<file path="src/rtl/isa_pkg.sv">
// Shared ISA constants: opcode/funct encodings and the ALU control code,
// used by both the control decoder and the ALU.
package isa_pkg;

  typedef enum logic [5:0] {
    OP_RTYPE = 6'h00,
    OP_J     = 6'h02,
    OP_BEQ   = 6'h04,
    OP_BNE   = 6'h05,
    OP_ADDI  = 6'h08,
    OP_ADDIU = 6'h09,
    OP_ORI   = 6'h0D,
    OP_LW    = 6'h23,
    OP_SW    = 6'h2B
  } opcode_e;

  typedef enum logic [5:0] {
    FN_SLL  = 6'h00,
    FN_ADD  = 6'h20,
    FN_ADDU = 6'h21,
    FN_SUB  = 6'h22,
    FN_SUBU = 6'h23,
    FN_AND  = 6'h24,
    FN_OR   = 6'h25,
    FN_SLT  = 6'h2A,
    FN_SLTU = 6'h2B
  } funct_e;

  typedef enum logic [2:0] {
    ALU_ADD  = 3'b000,
    ALU_SUB  = 3'b001,
    ALU_AND  = 3'b010,
    ALU_OR   = 3'b011,
    ALU_SLT  = 3'b100,
    ALU_SLTU = 3'b101,
    ALU_SLL  = 3'b110
  } alu_ctr_e;

endpackage

</file>
<file path="src/rtl/control_decode.sv">
// Purely combinational main/ALU control decoder: instruction word -> control bits.
module control_decode
  import isa_pkg::*;
(
  input  logic [31:0] instr_i,
  output logic        reg_dst_o,
  output logic        alu_src_o,
  output logic        mem_to_reg_o,
  output logic        reg_wr_o,
  output logic        mem_wr_o,
  output logic        branch_eq_o,
  output logic        branch_ne_o,
  output logic        jump_o,
  output logic        ext_op_o,
  output logic        illegal_o,
  output logic [2:0]  alu_ctr_o
);

  alu_ctr_e   alu;
  logic [5:0] op;
  logic [5:0] fn;

  assign op        = instr_i[31:26];
  assign fn        = instr_i[5:0];
  assign alu_ctr_o = alu;

  always_comb begin
    reg_dst_o    = 1'b0;
    alu_src_o    = 1'b0;
    mem_to_reg_o = 1'b0;
    reg_wr_o     = 1'b0;
    mem_wr_o     = 1'b0;
    branch_eq_o  = 1'b0;
    branch_ne_o  = 1'b0;
    jump_o       = 1'b0;
    ext_op_o     = 1'b0;
    illegal_o    = 1'b0;
    alu          = ALU_ADD;
    case (op)
      OP_RTYPE: begin
        reg_dst_o = 1'b1;
        reg_wr_o  = 1'b1;
        case (fn)
          FN_ADD, FN_ADDU: alu = ALU_ADD;
          FN_SUB, FN_SUBU: alu = ALU_SUB;
          FN_AND:          alu = ALU_AND;
          FN_OR:           alu = ALU_OR;
          FN_SLT:          alu = ALU_SLT;
          FN_SLTU:         alu = ALU_SLTU;
          FN_SLL:          alu = ALU_SLL;
          default: begin
            reg_dst_o = 1'b0;
            reg_wr_o  = 1'b0;
            illegal_o = 1'b1;
          end
        endcase
      end
      OP_ADDI, OP_ADDIU: begin
        alu_src_o = 1'b1;
        reg_wr_o  = 1'b1;
        ext_op_o  = 1'b1;
      end
      OP_ORI: begin
        alu       = ALU_OR;
        alu_src_o = 1'b1;
        reg_wr_o  = 1'b1;
      end
      OP_LW: begin
        alu_src_o    = 1'b1;
        mem_to_reg_o = 1'b1;
        reg_wr_o     = 1'b1;
        ext_op_o     = 1'b1;
      end
      OP_SW: begin
        alu_src_o = 1'b1;
        mem_wr_o  = 1'b1;
        ext_op_o  = 1'b1;
      end
      OP_BEQ: begin
        alu         = ALU_SUB;
        ext_op_o    = 1'b1;
        branch_eq_o = 1'b1;
      end
      OP_BNE: begin
        alu         = ALU_SUB;
        ext_op_o    = 1'b1;
        branch_ne_o = 1'b1;
      end
      OP_J:    jump_o    = 1'b1;
      default: illegal_o = 1'b1;
    endcase
  end

endmodule

</file>
<file path="src/rtl/instruction_decode.sv">
// Decode stage: 2-entry {instr, pc} FIFO with the head entry's fields and
// controls presented on the outputs, all forced to zero while empty.
module instruction_decode
  import isa_pkg::*;
(
  input  logic        clk,
  input  logic        arst_n,
  input  logic        in_valid,
  input  logic [31:0] in_instr,
  input  logic [31:0] in_pc,
  output logic        in_ready,
  input  logic        flush,
  output logic        out_valid,
  input  logic        out_ready,
  output logic [31:0] out_pc,
  output logic [5:0]  opcode,
  output logic [4:0]  rs,
  output logic [4:0]  rt,
  output logic [4:0]  rd,
  output logic [4:0]  shamt,
  output logic [5:0]  funct,
  output logic [15:0] imm16,
  output logic [25:0] jtarget,
  output logic        reg_dst,
  output logic        alu_src,
  output logic        mem_to_reg,
  output logic        reg_wr,
  output logic        mem_wr,
  output logic        branch_eq,
  output logic        branch_ne,
  output logic        jump,
  output logic        ext_op,
  output logic        illegal,
  output logic [2:0]  alu_ctr
);

  logic [31:0] instr_q [2];
  logic [31:0] pc_q    [2];
  logic        head_q, head_d;
  logic        tail_q, tail_d;
  logic [1:0]  count_q, count_d;
  logic        rdy_q;
  logic        push, pop;
  logic [31:0] hd_instr;

  logic c_reg_dst, c_alu_src, c_mem_to_reg, c_reg_wr, c_mem_wr;
  logic c_branch_eq, c_branch_ne, c_jump, c_ext_op, c_illegal;
  logic [2:0] c_alu_ctr;

  // rdy_q holds in_ready low during reset and rises at the first clock after it.
  assign in_ready  = rdy_q & (count_q != 2'd2);
  assign out_valid = (count_q != 2'd0);
  assign push      = in_valid & in_ready;
  assign pop       = out_valid & out_ready;

  always_comb begin
    head_d  = head_q;
    tail_d  = tail_q;
    count_d = count_q;
    if (flush) begin
      head_d  = 1'b0;
      tail_d  = 1'b0;
      count_d = 2'd0;
    end else begin
      if (push) tail_d = ~tail_q;
      if (pop)  head_d = ~head_q;
      count_d = count_q + {1'b0, push} - {1'b0, pop};
    end
  end

  always_ff @(posedge clk or negedge arst_n) begin
    if (!arst_n) begin
      head_q  <= 1'b0;
      tail_q  <= 1'b0;
      count_q <= 2'd0;
      rdy_q   <= 1'b0;
      for (int unsigned i = 0; i < 2; i++) begin
        instr_q[i] <= '0;
        pc_q[i]    <= '0;
      end
    end else begin
      head_q  <= head_d;
      tail_q  <= tail_d;
      count_q <= count_d;
      rdy_q   <= 1'b1;
      if (push && !flush) begin
        instr_q[tail_q] <= in_instr;
        pc_q[tail_q]    <= in_pc;
      end
    end
  end

  assign hd_instr = out_valid ? instr_q[head_q] : '0;
  assign out_pc   = out_valid ? pc_q[head_q]    : '0;

  assign opcode  = hd_instr[31:26];
  assign rs      = hd_instr[25:21];
  assign rt      = hd_instr[20:16];
  assign rd      = hd_instr[15:11];
  assign shamt   = hd_instr[10:6];
  assign funct   = hd_instr[5:0];
  assign imm16   = hd_instr[15:0];
  assign jtarget = hd_instr[25:0];

  control_decode u_ctrl (
    .instr_i      (hd_instr),
    .reg_dst_o    (c_reg_dst),
    .alu_src_o    (c_alu_src),
    .mem_to_reg_o (c_mem_to_reg),
    .reg_wr_o     (c_reg_wr),
    .mem_wr_o     (c_mem_wr),
    .branch_eq_o  (c_branch_eq),
    .branch_ne_o  (c_branch_ne),
    .jump_o       (c_jump),
    .ext_op_o     (c_ext_op),
    .illegal_o    (c_illegal),
    .alu_ctr_o    (c_alu_ctr)
  );

  // A zero word decodes as sll, so controls need explicit gating when empty.
  assign reg_dst    = out_valid & c_reg_dst;
  assign alu_src    = out_valid & c_alu_src;
  assign mem_to_reg = out_valid & c_mem_to_reg;
  assign reg_wr     = out_valid & c_reg_wr;
  assign mem_wr     = out_valid & c_mem_wr;
  assign branch_eq  = out_valid & c_branch_eq;
  assign branch_ne  = out_valid & c_branch_ne;
  assign jump       = out_valid & c_jump;
  assign ext_op     = out_valid & c_ext_op;
  assign illegal    = out_valid & c_illegal;
  assign alu_ctr    = out_valid ? c_alu_ctr : 3'b000;

endmodule
</file>
<file path="config.mk">
export PLATFORM = sky130hd
export DESIGN_NAME = instruction_decode
export DESIGN_NICKNAME = d
export VERILOG_FILES = /design/src/rtl/isa_pkg.sv /design/src/rtl/control_decode.sv /design/src/rtl/instruction_decode.sv
export SDC_FILE = /design/constraint.sdc
export NUM_CORES = 1
export LEC_CHECK = 0
export CORE_ASPECT_RATIO = 0.6
export CORE_MARGIN = 5
export CORE_UTILIZATION = 30
export DETAILED_ROUTE_END_ITERATION = 10
export MAX_ROUTING_LAYER = met4
export PLACE_DENSITY_LB_ADDON = 0.2
export SETUP_SLACK_MARGIN = 0.15
export SYNTH_ARGS = -nofsm -noshare
export SYNTH_HDL_FRONTEND = slang
export SYNTH_SLANG_ARGS = --single-unit
export TNS_END_PERCENT = 30
</file>
<file path="constraint.sdc">
create_clock -name clk -period 3.1 [get_ports clk]
set_clock_uncertainty 0.2 [all_clocks]
set_input_delay 0.62 -clock clk [delete_from_list [all_inputs] [get_ports clk]]
set_output_delay 0.62 -clock clk [all_outputs]
set_load 0.1 [all_outputs]
</file>
==> results of run 1 <==
## worst min path at each step
stage | cells past startpoint | to | slack [ps]
2_1_floorplan | 0 | count_q[0] | 120
3_3_place_gp | 1 | pc_q[39] | 270
3_5_place_dp | 1 | instr_q[40] | 280
4_1_cts | 1 | pc_q[39] | 300
5_1_grt | 1 | pc_q[23] | 320
6_report | 1 | pc_q[39] | 290
## logic make-up after synthesis
kind of cell / Yosys count
xor+xnor: 4
simple gates: 100
other cells: 1
buf+inv: 77
mux: 192
compound gates: 22
fa+ha+maj: 2
flops: 133
## stage by stage
step                      instance area (µm²)  util (%)  TNS, ps  worst slack [ps]  cells
after floorplan                          7040         -   -58110             -2470    531
after CTS                               11000      50.5    -2800              -307   1002
after detailed placement                 9670      44.3        0              25.3    965
after global placement                   9670      44.3        0              81.0    965
after global routing                    11300      51.9    -3250              -385   1009
final                                   11300      51.9    -2040              -299   1010
## critical path, cell delays in order, from the launching register on
cell and delay (ps):
dfrtp_4 560, buf_6 170, mux2i_2 150, or3b_4 400
a2111oi_4 360, nor2_4 80, a31o_1 260, buf_12 170
## cell type report
cell class                      instances  area, µm²  share of cell area [%]
Tap cell                              286        358                    3.16
Sequential cell                       133       3330                    29.4
Timing Repair Buffer                  231       3470                    30.7
Multi-Input combinational cell        321       3460                    30.6
Clock buffer                           18        439                    3.88
Antenna cell                            1       2.50                  0.0221
Clock inverter                         14        224                    1.98
Inverter                                6       25.0                   0.221
## timing repair
action | 4_1_cts | 5_1_grt
pin swaps | 22 | 24
gates cloned | 0 | 3
setup endpoints to repair | 88 | 86
hold endpoints to repair | 57 | 0
hold buffers | 1 | 0
buffers inserted | 4 | 4
gates resized for setup | 137 | 47
## per-layer routing
metal	track usage (%)	vias to the layer above	part of all wire [%]	wire length [µm]
li1	-	2189	-	-
met1	19.6	2388	47	8690
met2	23.3	115	48	8880
met3	3.85	12	4.1	762
met4	3.65	0	0.82	151
met5	-	-	0	0
## cell usage in the layout, fill, tap and decap left out, types with 9 or more instances in the layout
cell type,count
dfrtp_1,132
mux2_2,123
buf_12,117
clkdlybuf4s50_1,67
nor2_1,33
mux2i_1,33
buf_4,33
nor2_4,31
mux2i_4,22
clkbuf_16,20
nor2_2,11
mux2i_2,9
buf_6,9
## sequential cells by signal, indices dropped and copies added (netlist names)
name	cells
rdy_q	1
count_q	2
tail_q	1
pc_q	64
instr_q	64
head_q	1
## Yosys cell counts (3+ instances only)
library cell	instances	area [µm²]
dfrtp_1	133	3330
mux2i_1	63	631
nand2_1	4	15.0
nand3_1	3	15.0
inv_1	4	15.0
buf_4	42	315
buf_2	15	75.1
clkbuf_1	12	45.0
a21oi_1	4	20.0
mux2_1	5	56.3
mux2_2	123	1390
nor3_1	5	25.0
nor2_1	74	278
==> reports/metrics.yaml, run 1 <==
outcome: "finished, violations left"
violations_in_the_final_reports: "setup timing"
nets: 781
ys_seq_elements: 133
finalSetupViolations: 13
route.detailed.wl_per_inst_um: 18.3
setup_slack_of_the_most_critical_reg_to_reg_path_ps: 450
clock_tree.root_cell: "clkbuf_16"
die_h_um: 125
fillerInstances: 1811
synthesis.yosys.warnings: 0
share_of_synthesized_registers_carrying_an_async_set_or_reset_pct: 100
grt_setup_unrepaired: "true"
clockBufferDepth: 2
crit_end: "illegal"
core_region_area_um2: 21800
critical_path.reg2reg.startpoint: "count_q[0]"
critical_path_class: "flop to output pin"
design.die.area_um2: 25100
drt_wl_total_um: 18500
synth.avg_cell_area_um2: 12.4
finalHoldWorstSlack_ps: 294
finalCriticalPeriod_ps: 3400
clock.fmax_mhz: 294
layout_worst_path_cycle_share_pct: 110
htreeDepth: 4
fp_rows: 42
dp.final_hpwl_um: 12500
slew_headroom_pct: 61.8
syn_nets: 602
vias_per_cell: 4.66
synth_enable_flop_cells: 0
start_util_pct: 30.2
post_synth_inst_count: 531
post_synth_instance_area_um2: 6590
reg2regPathDepth: 11
areaGrowthSynthToFinish_pct: 71.7
post-route-worst-setup-slack_ps: -299
clock_sinks: 133
clk_transition_reported_paths_ps: 60
boundaryPins: 190
worst-path-max-fanout: 8
distinct_cell_type_count_of_the_synthesized_netlist: 50
track_usage_pct: 15.0
worst_setup_path_startpoint: "head_q"
fp.dieW_um: 201
yosys.area_share.xor_xnor_pct: 0.532
path_class_of_the_lowest_slack_min_delay_path: "flop to flop"
drt_drc_violations_left: 0
synth_top_family_by_area: "multiplexers"
tritoncts: "yes"
muxShareOfSynthArea_pct: 31.6
via_count: 4704
layout-drive-gt1-share_pct: 57.4
synth.yosys.seq_area_share_pct: 50.5
maxSlewViolCount: 0
timing_worst_slew_pin_value_ps: 574
synth_simple_gate_area_share_pct: 6.72
timing.max_cap.violations: 0
gp_congestion: 0.862
dr.first_iter.drc_count: 137
detailedRoute.firstPassIterationCount: 4
first_pass_grt_wire_length_um: 29200
synth_fa_ha_area_share_pct: 0.380
tritoncts.num_buffers: 17
report.final.hold_viol_count: 0
yosys_most_used_dff: "dfrtp_1"
crit_path_end_kind: "output pin"
worst_r2r_endpoint: "count_q[1]"
worstSkewPairLatency_ps: 420
antenna_found_initial: 0
min-delay-start: "pc_q[39]"
largest_net_degree_at_the_start_of_global_routing: 62
grt_overflow: 0
crit_required_ps: 2280
vias_in_the_first_global_route: 5255
detail-route-antenna-nets: 0
placement.io_buffers: 189
cp.arrival_ps: 2580
synth_compound_area_share_pct: 2.75
timing.critical_path.from_type: "flop"
Power of run 1 is not shown: default switching activity piles up to over one toggle a cycle in this logic, so the estimate is an artifact.
==> inputs of run 2 (changes only) <==
- CELL_PAD_IN_SITES_DETAIL_PLACEMENT: unset -> 0
- CELL_PAD_IN_SITES_GLOBAL_PLACEMENT: unset -> 1
- CTS_BUF_LIST: unset -> sky130_fd_sc_hd__clkbuf_8
- GPL_TIMING_DRIVEN: unset -> 1
==> run 2 against run 1 <==
- the flow finishes with violations (hold timing, setup timing)
- cell count rose by 0.79%
- global-route usage is essentially flat
- via count is 0.72% higher
- maximum frequency down 0.57%
- clock-buffer cell count up 2
- die area is the same
- non-clock buffer count up 9
- worst hold slack got worse by 310 ps
- utilization is 2.4 points lower
- critical path type unchanged
- critical endpoint unchanged
- largest cell class unchanged
==> reports/metrics.yaml, run 2 (same netlist as run 1, synthesis figures left out) <==
outcome: "finished, violations left"
violations_in_the_final_reports: "hold timing, setup timing"
path_class_of_the_lowest_slack_min_delay_path: "input pin to async pin"
crit_path_end_kind: "output pin"
clock.fmax_mhz: 293  # -0.57%
boundaryPins: 190  # unchanged
largest_registers: "instr_q x64, pc_q x64, count_q x2"
fp.dieW_um: 201  # unchanged
ctsHoldBuffers: 0  # -1
tritoncts: "yes"
detailedRoute.firstPassIterationCount: 4  # unchanged
finalSetupViolations: 40  # +27
clock_tree.root_cell: "clkbuf_8"
crit_required_ps: 2280  # about the same
worst-path-max-fanout: 4  # -4
dp.final_hpwl_um: 12800  # +2.3%
finalCriticalPeriod_ps: 3420  # +19.4 ps
report.final.hold_viol_count: 4  # +4
areaGrowthSynthToFinish_pct: 63.6
antenna_found_initial: 0  # unchanged
via_count: 4738  # +0.72%
grt_overflow: 0  # unchanged
htreeDepth: 4  # unchanged
post-route-worst-setup-slack_ps: -319  # -19.4 ps
cp.arrival_ps: 2600  # +20 ps
clockBufferDepth: 2  # unchanged
clock_sinks: 133  # unchanged
layout_worst_path_cycle_share_pct: 110  # +0.63 points
track_usage_pct: 15.0  # +0.041 points
drt_wl_total_um: 18100  # -2.2%
gp_congestion: 0.816  # -5.4%
first_pass_grt_wire_length_um: 29200  # +0.14%
largest_net_degree_at_the_start_of_global_routing: 78  # +26%
vias_per_cell: 4.65  # about the same
timing.critical_path.from_type: "flop"
placement.io_buffers: 189  # unchanged
final_cell_mix: "132 x dfrtp_1, 123 x mux2_2, 111 x buf_12"
drt_drc_violations_left: 0  # unchanged
design.die.area_um2: 25100  # unchanged
layout-drive-gt1-share_pct: 53.8  # -3.6 points
core_region_area_um2: 21800  # unchanged
dr.first_iter.drc_count: 169  # +23%
worstSkewPairLatency_ps: 440  # +20 ps
critical_path_class: "flop to output pin"
timing.max_cap.violations: 0  # unchanged
tritoncts.num_buffers: 17  # unchanged
vias_in_the_first_global_route: 5314  # +1.1%
mostFrequentLayoutCell: "dfrtp_1"
clk_transition_reported_paths_ps: 70  # about the same
start_util_pct: 30.2  # unchanged
grt_setup_unrepaired: "true"
nets: 790  # +1.2%
die_h_um: 125  # unchanged
slew_headroom_pct: 36.5  # -25 points
maxSlewViolCount: 0  # unchanged
finalHoldWorstSlack_ps: -10.8  # -305 ps
timing_worst_slew_pin_value_ps: 952  # +378 ps
detail-route-antenna-nets: 0  # unchanged
route.detailed.wl_per_inst_um: 17.8  # -2.9%
fp_rows: 42  # unchanged
[run 2: worst max-delay path, cell delays in order (launching register included)]
cell,delay [ps]
dfrtp_4,510
buf_12,150
mux2i_4,190
buf_4,150
or4_4,520
and4_1,230
a31o_1,220
buf_12,170
[run 2: per-stage QoR]
stage,worst slack (ps),instances,TNS [ps],utilization (%),cell area (µm²)
CTS,-337,1013,-5200,48.9,10700
finish,-319,1018,-3070,49.4,10800
floorplan,-2470,531,-58110,-,7040
detailed placement,9.31,967,0,45.7,9970
global placement,69.2,967,0,45.7,9970
global route,-422,1017,-13950,49.4,10800
[run 2: timing repair]
item / in CTS / in global routing
gates resized for setup: 42 / 20
pin swaps: 23 / 10
setup endpoints to repair: 95 / 95
buffers inserted: 15 / 4
[run 2: layout make-up]
type,count,area (µm²)
diodes,1,2.50
well taps,286,358
multi-input cells,321,3260
flip-flops and latches,133,3330
inverters,6,27.5
fillers,1878,11000
repair buffers,240,3430
clock inverters,11,96.3
clock buffers,20,275
[run 2: routing by layer]
layer	up-vias	GRT usage (%)	routed length, µm
met2	129	23.9	8730
met3	15	4.27	910
met5	-	-	0
met4	0	4.30	235
li1	2198	-	-
met1	2396	18.7	8210
[run 2: worst paths after layout]
kind                             start     endpoint  slack, ps  depth (start not counted)
min in group clk           instr_q[43]  instr_q[43]        290                          1
max                             head_q      illegal       -320                          7
max in group asynchronous       arst_n      pc_q[5]       1910                          2
min reg2reg                instr_q[43]  instr_q[43]        290                          1
max reg2reg                 count_q[1]   count_q[1]        170                         10
min                             arst_n     pc_q[18]        -10                          1
Power of run 2 is left out for the same reason.
